[config.mk]
export PLATFORM = sky130hd
export DESIGN_NAME = spike_stim_encoder
export DESIGN_NICKNAME = d
export VERILOG_FILES = /design/src/rtl/spike_stim_encoder.sv
export SDC_FILE = /design/constraint.sdc
export NUM_CORES = 1
export LEC_CHECK = 0
export CAP_MARGIN = 25
export CELL_PAD_IN_SITES_DETAIL_PLACEMENT = 1
export CELL_PAD_IN_SITES_GLOBAL_PLACEMENT = 1
export CORE_MARGIN = 2
export CORE_UTILIZATION = 31
export CTS_CLUSTER_DIAMETER = 80
export DETAILED_ROUTE_END_ITERATION = 6
export MAX_ROUTING_LAYER = met4
export PLACE_DENSITY_LB_ADDON = 0.05
export RECOVER_POWER = 100
export SLEW_MARGIN = 10
export SYNTH_ARGS = -nofsm -noshare
export SYNTH_HDL_FRONTEND = slang
export SYNTH_SLANG_ARGS = --single-unit
[constraint.sdc]
create_clock -name clk -period 2.3 [get_ports clk]
set_clock_uncertainty 0.15 [all_clocks]
set_input_delay 0.23 -clock clk [delete_from_list [all_inputs] [get_ports clk]]
set_output_delay 0.23 -clock clk [all_outputs]
set_load 0.05 [all_outputs]
[src/rtl/spike_stim_encoder.sv]
// spike_stim_encoder: buffers (a,b) stimulus pairs in a FIFO and emits them as paced single-cycle valid pulses
//   parameters: DATA_W operand width, DEPTH FIFO entries (power of two, >= 2), INT_W interval width
//   clk, rst (async, active-high)
//   enable, pause, cfg_interval          emission control
//   stim_valid, stim_ready, stim_a/b     upstream push interface
//   spike_in_data_a/b, spike_in_valid    registered grid outputs
//   fifo_level, underrun                 status
//   sent_count                           emission counter, present only with SPIKE_ENC_STATS_EN
module spike_stim_encoder #(
    parameter int DATA_W = 8,
    parameter int DEPTH  = 4,
    parameter int INT_W  = 8
) (
    input  logic                     clk,
    input  logic                     rst,
    input  logic                     enable,
    input  logic                     pause,
    input  logic [INT_W-1:0]         cfg_interval,
    input  logic                     stim_valid,
    output logic                     stim_ready,
    input  logic [DATA_W-1:0]        stim_a,
    input  logic [DATA_W-1:0]        stim_b,
    output logic [DATA_W-1:0]        spike_in_data_a,
    output logic [DATA_W-1:0]        spike_in_data_b,
    output logic                     spike_in_valid,
    output logic [$clog2(DEPTH):0]   fifo_level,
`ifdef SPIKE_ENC_STATS_EN
    output logic [15:0]              sent_count,
`endif
    output logic                     underrun
);
    localparam int AW = $clog2(DEPTH);

    typedef enum logic [1:0] {IDLE, ARMED, GAP} state_t;

    state_t           state;
    logic [INT_W-1:0] gap_cnt;
    logic [AW:0]      wptr, rptr;
    logic [DATA_W-1:0] mem_a [DEPTH];
    logic [DATA_W-1:0] mem_b [DEPTH];
    logic             full, empty, push, emit;
    logic [INT_W-1:0] ival_m1;

    assign fifo_level = wptr - rptr;
    assign full       = fifo_level == (AW+1)'(DEPTH);
    assign empty      = fifo_level == '0;
    assign stim_ready = !full;
    assign push       = stim_valid && !full;
    assign emit       = state == ARMED && enable && !pause && !empty;
    // interval 0 behaves as 1, so the reload value never underflows
    assign ival_m1    = cfg_interval == '0 ? '0 : cfg_interval - INT_W'(1);

    // storage needs no reset: reset clears the pointers, which discards the contents
    always_ff @(posedge clk) begin
        if (push) begin
            mem_a[wptr[AW-1:0]] <= stim_a;
            mem_b[wptr[AW-1:0]] <= stim_b;
        end
    end

    always_ff @(posedge clk or posedge rst) begin
        if (rst) begin
            state           <= IDLE;
            gap_cnt         <= '0;
            wptr            <= '0;
            rptr            <= '0;
            spike_in_valid  <= 1'b0;
            spike_in_data_a <= '0;
            spike_in_data_b <= '0;
            underrun        <= 1'b0;
        end else begin
            if (push)
                wptr <= wptr + (AW+1)'(1);
            if (emit) begin
                rptr            <= rptr + (AW+1)'(1);
                spike_in_data_a <= mem_a[rptr[AW-1:0]];
                spike_in_data_b <= mem_b[rptr[AW-1:0]];
            end
            spike_in_valid <= emit;
            if (!enable) begin
                state    <= IDLE;
                gap_cnt  <= '0;
                underrun <= 1'b0;
            end else begin
                case (state)
                    IDLE: state <= ARMED;
                    ARMED: begin
                        if (!pause && !empty) begin
                            gap_cnt <= ival_m1;
                            state   <= ival_m1 == '0 ? ARMED : GAP;
                        end else if (!pause) begin
                            underrun <= 1'b1;
                        end
                    end
                    GAP: begin
                        if (!pause) begin
                            if (gap_cnt != '0)
                                gap_cnt <= gap_cnt - INT_W'(1);
                            state <= gap_cnt <= INT_W'(1) ? ARMED : GAP;
                        end
                    end
                    default: state <= IDLE;
                endcase
            end
        end
    end

`ifdef SPIKE_ENC_STATS_EN
    always_ff @(posedge clk or posedge rst) begin
        if (rst)
            sent_count <= '0;
        else if (!enable)
            sent_count <= '0;
        else if (emit)
            sent_count <= sent_count + 16'd1;
    end
`endif
endmodule

# Yosys cells after proc, flatten, opt, wreduce, memory -nomap -nowiden
# Memory sizes are Yosys's and may differ from the RTL's. A register that Yosys moved wholly into a read port is not among the register bits.
# Index checks and enable logic that the tools add are counted.
[totals] register_bits=18 ramBits=64 latch_bits=0 rom_bits=0 elab_cells=58 in_bits=29 n_memories=2 out_inout_bits=22
[op_classes] n_eq_ne=10 n_lt_le_gt_ge=1 reduce_logical=16 add_sub_neg=5 multipliers=0 shift=0 n_mux=18 div=0 n_bitwise=0
[memory_table] name="mem_a" depth=4 width=8 rd=1 rd_clocked_by_memory_dff=1 wr=1 line_no="39" text="logic [DATA_W-1:0] mem_a [DEPTH];"
[memory_table] name="mem_b" depth=4 width=8 rd=1 rd_clocked_by_memory_dff=1 wr=1 line_no="40" text="logic [DATA_W-1:0] mem_b [DEPTH];"
[op_table] operator="8-bit two-way mux" n=5
[op_table] operator="8-bit logical NOT" n=2
[op_table] operator="8-bit one-hot mux with 2 select lines" n=1
[op_table] operator="8-bit by 1-bit subtractor with 8-bit output, second input constant" n=2
[op_table] operator="2-bit two-way mux" n=5
[op_table] operator="8-bit by 1-bit less-or-equal comparator with 1-bit output, second input constant" n=1
[op_table] operator="8-bit nonzero test" n=1
[op_table] operator="3-bit by 1-bit adder with 3-bit output, second input constant" n=2
[op_table] operator="1-bit two-way mux" n=6
[op_table] operator="3-bit != test, second input constant" n=2
[op_table] operator="2-bit one-hot mux with 3 select lines" n=1
[op_table] operator="1-bit logical AND" n=5
[op_table] operator="2-bit != test, second input constant" n=2
[op_table] operator="4-bit AND reduction" n=1
[op_table] operator="3-bit equality test, second input constant" n=1
[op_table] operator="1-bit logical NOT" n=3
[op_table] operator="3-bit logical NOT" n=1
[op_table] operator="3-bit by 1-bit != test with 1-bit output, second input constant" n=1
[op_table] operator="3-bit by 2-bit != test with 1-bit output, second input constant" n=1
[op_table] operator="3-bit AND reduction" n=1
[op_table] operator="3-bit subtractor" n=1
[op_table] operator="2-bit by 1-bit equality test with 1-bit output, second input constant" n=1
[op_table] operator="2-bit equality test, second input constant" n=1
[op_table] operator="2-bit logical NOT" n=1
[op_table] operator="other kinds (2)" n=2

# Depth between registers and ports, before layout
[depth] ltp_word=7 depth_mapped=9 depth_no_buf=8

# Worst setup path after synthesis
# OpenSTA, ideal clock, no wires.
[synth_timing] path_kind="reg-to-reg" from="reg wptr[0]" to="reg wptr[2]" required_time_ps=1996 setup_time_ps=154 n_path_buf=0 t_arrival_ps=2982 path_stages_with_launch=8 period_less_slack_ps=3286 setup_slack_ps=-986 path_cell_list="dfrtp_1 inv_1 ha_1 fa_1 xor3_1 nand3_1 and3_1 xor2_1"
[synth_between] elab_chain_cells=4 word_cells_on_any_way=5 classes_between="2 x add/sub; 1 x eq/ne; 2 x reduce/logical"
[synth_rtl] item="from (decl)" line_no="38" text="logic [AW:0] wptr, rptr;"
[synth_rtl] item="from (signal assigned)" line_no="73" text="wptr <= wptr + (AW+1)'(1);"
[synth_rtl] item="3-bit subtractor" line_no="44" text="assign fifo_level = wptr - rptr;"
[synth_rtl] item="via fifo_level[2]" line_no="26" text="output logic [$clog2(DEPTH):0] fifo_level,"
[synth_rtl] item="3-bit equality test" line_no="45" text="assign full = fifo_level == (AW+1)'(DEPTH);"
[synth_rtl] item="1-bit logical NOT"
[synth_rtl] item="via stim_ready" line_no="20" text="output logic stim_ready,"
[synth_rtl] item="1-bit logical AND" line_no="48" text="assign push = stim_valid && !full;"
# The timed path passes the listed nets, and every way through them passes these cells.
# A chain may end at the register's enable or synchronous reset.

# Worst setup path after layout
[layout_timing] from="reg wptr[0]" to="out stim_ready"
[layout_between] elab_chain_cells=3
[layout_rtl] item="3-bit subtractor" line_no="44"
[layout_rtl] item="3-bit equality test" line_no="45"
[layout_rtl] item="1-bit logical NOT" line_no="47" text="assign stim_ready = !full;"
[layout_rtl] item="to (decl)" line_no="20"
# Every way passes these cells.

==> impl_results.md <==
- Worst Hold End: wptr[2]
- Worst Hold Path Cells: 1
- Flop and latch count out of synthesis: 98
- R2R Setup Slk: -0.03 ns
- Die height: 121.3 microns
- Final WL: roughly 10000 microns
- RSZ-0062 raised after global routing: true
- CTS Buf Count: 9
- CP arrival: 1.97 ns
- Compound-Gate Fraction of Synth Area: 0.06160
- Status: finished, violations left
- Synth top area cells: edfxtp_1 45%, dfrtp_1 20%, mux4_2 8.4%, mux2_4 5.6%, ha_1 2.9%
- Leakage: 2.192 nW
- CTS Sinks: 98
- Hold Crit Class: reg2reg
- Multiplexer area fraction after synthesis: 0.1434
- DR WL/cell: 18.81 microns
- Buffers on Ports: 50
- Post-synth top flop: edfxtp_1
- Std cell rows: 42
- Crit Path Category: reg2out
- Area Growth Syn to Fin: 36.14%
- Most frequent cells after synthesis: 64 x edfxtp_1, 34 x dfrtp_1, 17 x o21ai_0
- Antenna violations before repair: 0
- CP startpoint kind: register
- CTS tree: yes
- Final slew viol count: 0
- Crit path max-delay cell type: dfrtp_1
- Violated checks: setup timing
- Main combinational cell family by area after synthesis: multiplexers
- Minimum clock period: 2.353 ns
- Simple-gate share of the synthesized area: 0.06542
- GRT Residual Overflow: 0
- Max-cap violations: 0
- R2R cell count: 9
- Post-synthesis adder-cell area fraction: 0.03403
- Htree depth: 3
- Syn Nets: 309
- Register area share after synthesis: 0.6500
- Reg2reg start: wptr[0]
- Final nets: a little over 400
- # hold bufs at CTS: 0
- Cells after Synth: 269
- Final Hold Vio Count: 0
- Synth cell types: 45
- Bufs on Longest Clock Path: 2
- Cell chain of the critical path: inv_2 > ha_4 > fa_2 > xor3_2 > buf_6 > nand3_4 > buf_6 > buf_12
- Synthesis Warnings: 0
- Final ANT Viol Nets: 0
- Number of global-route vias before repair: 2853
- Worst skew pair latency: about 0.34 ns
- Layout cells sized above 1: 0.3117
- Synth top area share: 0.4506
- R2r endpoint: mem_a[1][7]
- Critical Path RT: about 1.9 ns
- Drt first pass iters: 4
- Synth Area in XOR/XNOR: 0.02200
- Core area: 13350 sq um
- Hpwl dp: about 6600 microns
- Setup ws final: -0.05320 ns
- EDFF count, synth: 64
- WHS: around 0.34 ns
- Max Fclk: 0.4250 GHz
- # fillers: 1364
- Most used cell, CP: buf_6
- Slew @ Worst Pin: between 0.9 and 1 ns
- # DRC: 0
- GR peak layer: met2
- Crit path from: wptr[0]
- Die extent in x: 121.3 microns
- Tot Pwr: roughly 8.5 mW
- Starting Density: 0.3196
- Vias per inst: 4.664
- CP Capture Type: primary output
- VDD IR max: around 0.76 mV
- Io pins: 51
- Antenna diodes: 0
- GRT met3 Usage: 0.02115
- CP max stage delay: 0.37 ns
- GRT Overall Usage: 0.1506
- Post-Syn Area: 4265 sq um
- Drt initial violations: approximately 120
- Met1 Use GR: 0.1818
- Routability congestion estimate: 0.7811
- Die ar.: 14710 sq um
- Via count: 2542
- Power Density: 1472 nW/um^2
- Final setup violation count: 39
- Clock Pin Slew Worst Setup and Hold Paths: 0.07 ns
- Fraction of registers with async set or reset after synthesis: 0.3469
- Synth Area per Inst: 15.86 sq um
- Met2 usage: 0.2535
- First-pass GRT wire length: 15890 microns
- Top-count cell post-synth: edfxtp_1
- Crit share post-route: 1.023
- Worst hold start: wptr[2]
- Pin count of the biggest net entering global routing: 35
- Clk root buf: clkbuf_16
- Area leader, netlist: edfxtp_1
- Max-Slew Margin vs Limit: 0.3669
- Worst-path maximum fanout: 4
[worst max-delay path, delay by kind of cell, from the launching register on]
| family | cells | cell delay (ns) |
|---|---|---|
| buffers and inverters | 4 | 0.44 |
| adder cells (fa/ha/maj) | 2 | 0.47 |
| AND/OR/NAND/NOR | 1 | 0.09 |
| flip-flops | 1 | 0.37 |
| XOR/XNOR | 1 | 0.25 |
[routing by layer]
| metal | part of all wire | vias to the layer above |
|---|---|---|
| met5 | 0 | - |
| met4 | 0.020 | 0 |
| met3 | 0.021 | 14 |
| met2 | 0.52 | 35 |
| met1 | 0.44 | 1281 |
| li1 | - | 1212 |
[metrics by stage]
step / cell area (sq um) / TNS (ns) / setup WS [ns] / cells / util
after global routing: 5807 / -4.613 / -0.1218 / 545 / 0.4350
after detailed placement: 5289 / -0.08604 / -0.05289 / 518 / 0.3962
after global placement: 5289 / 0 / 0.003776 / 518 / 0.3962
after floorplan: 4318 / -6.658 / -0.1566 / 269 / -
after CTS: 5629 / -0.3568 / -0.09458 / 537 / 0.4217
final: 5807 / -0.7139 / -0.05320 / 545 / 0.4350
[cell usage in the layout (no fill, tap or decap), types with 9 or more instances in the layout]
cell type	netlist	routed
ha_1	10	9
o21ai_1	2	9
nor2_1	15	15
edfxtp_1	64	64
buf_12	0	10
buf_4	0	29
clkbuf_16	0	11
dfrtp_1	34	34
clkdlybuf4s50_1	0	29
mux2_4	16	16
inv_1	13	12
mux4_2	16	16
dlygate4sd3_1	0	17
[flip-flops by register name (all words and copies together), names as in the netlist]
register         cells
mem_a               32
mem_b               32
gap_cnt              8
spike_in_data_a      8
spike_in_data_b      8
rptr                 3
wptr                 3
state                2
spike_in_valid       1
underrun             1
[timing repair]
item | in CTS | in global routing
resized for setup | 10 | 18
pin swaps | 1 | 12
cloned | 0 | 2
setup endpoints to repair | 68 | 68
buffers inserted | 3 | 6
[logic make-up (layout without fill, tap and decap cells)]
family	after synthesis	in the layout
DFF	98	98
adders and majority gates	11	11
buffers and inverters	22	122
xor gates and xnor gates	9	9
AOI/OAI and AO/OA	43	43
muxes	33	33
and+or+nand+nor	53	53
[how the worst max path moves through the flow]
stage,to,slack [ns]
global placement,gap_cnt[0],0.004
global route,stim_ready,-0.12
CTS,stim_ready,-0.09
floorplan,spike_in_data_a[0],-0.16
finish,stim_ready,-0.05
detailed placement,gap_cnt[0],-0.05
[where the power goes]
part	switching (mW)	internal (mW)	leakage (nW)
registers	0.245	2.45	1.01
logic	2.26	2.10	1.04
clock network	0.649	0.852	0.144
total	3.15	5.40	2.19
[area by class of cell]
cell class              count  area [sq um]  share of cell area
flip-flops and latches     98          2773              0.4775
multi-input cells         149          1478              0.2545
repair buffers             93         993.5              0.1711
clock buffers              11         232.7             0.04008
well taps                 176         220.2             0.03792
clock inverters             5         61.31             0.01056
inverters                  13         48.80            0.008403
Power figures use the tool's default switching activity.
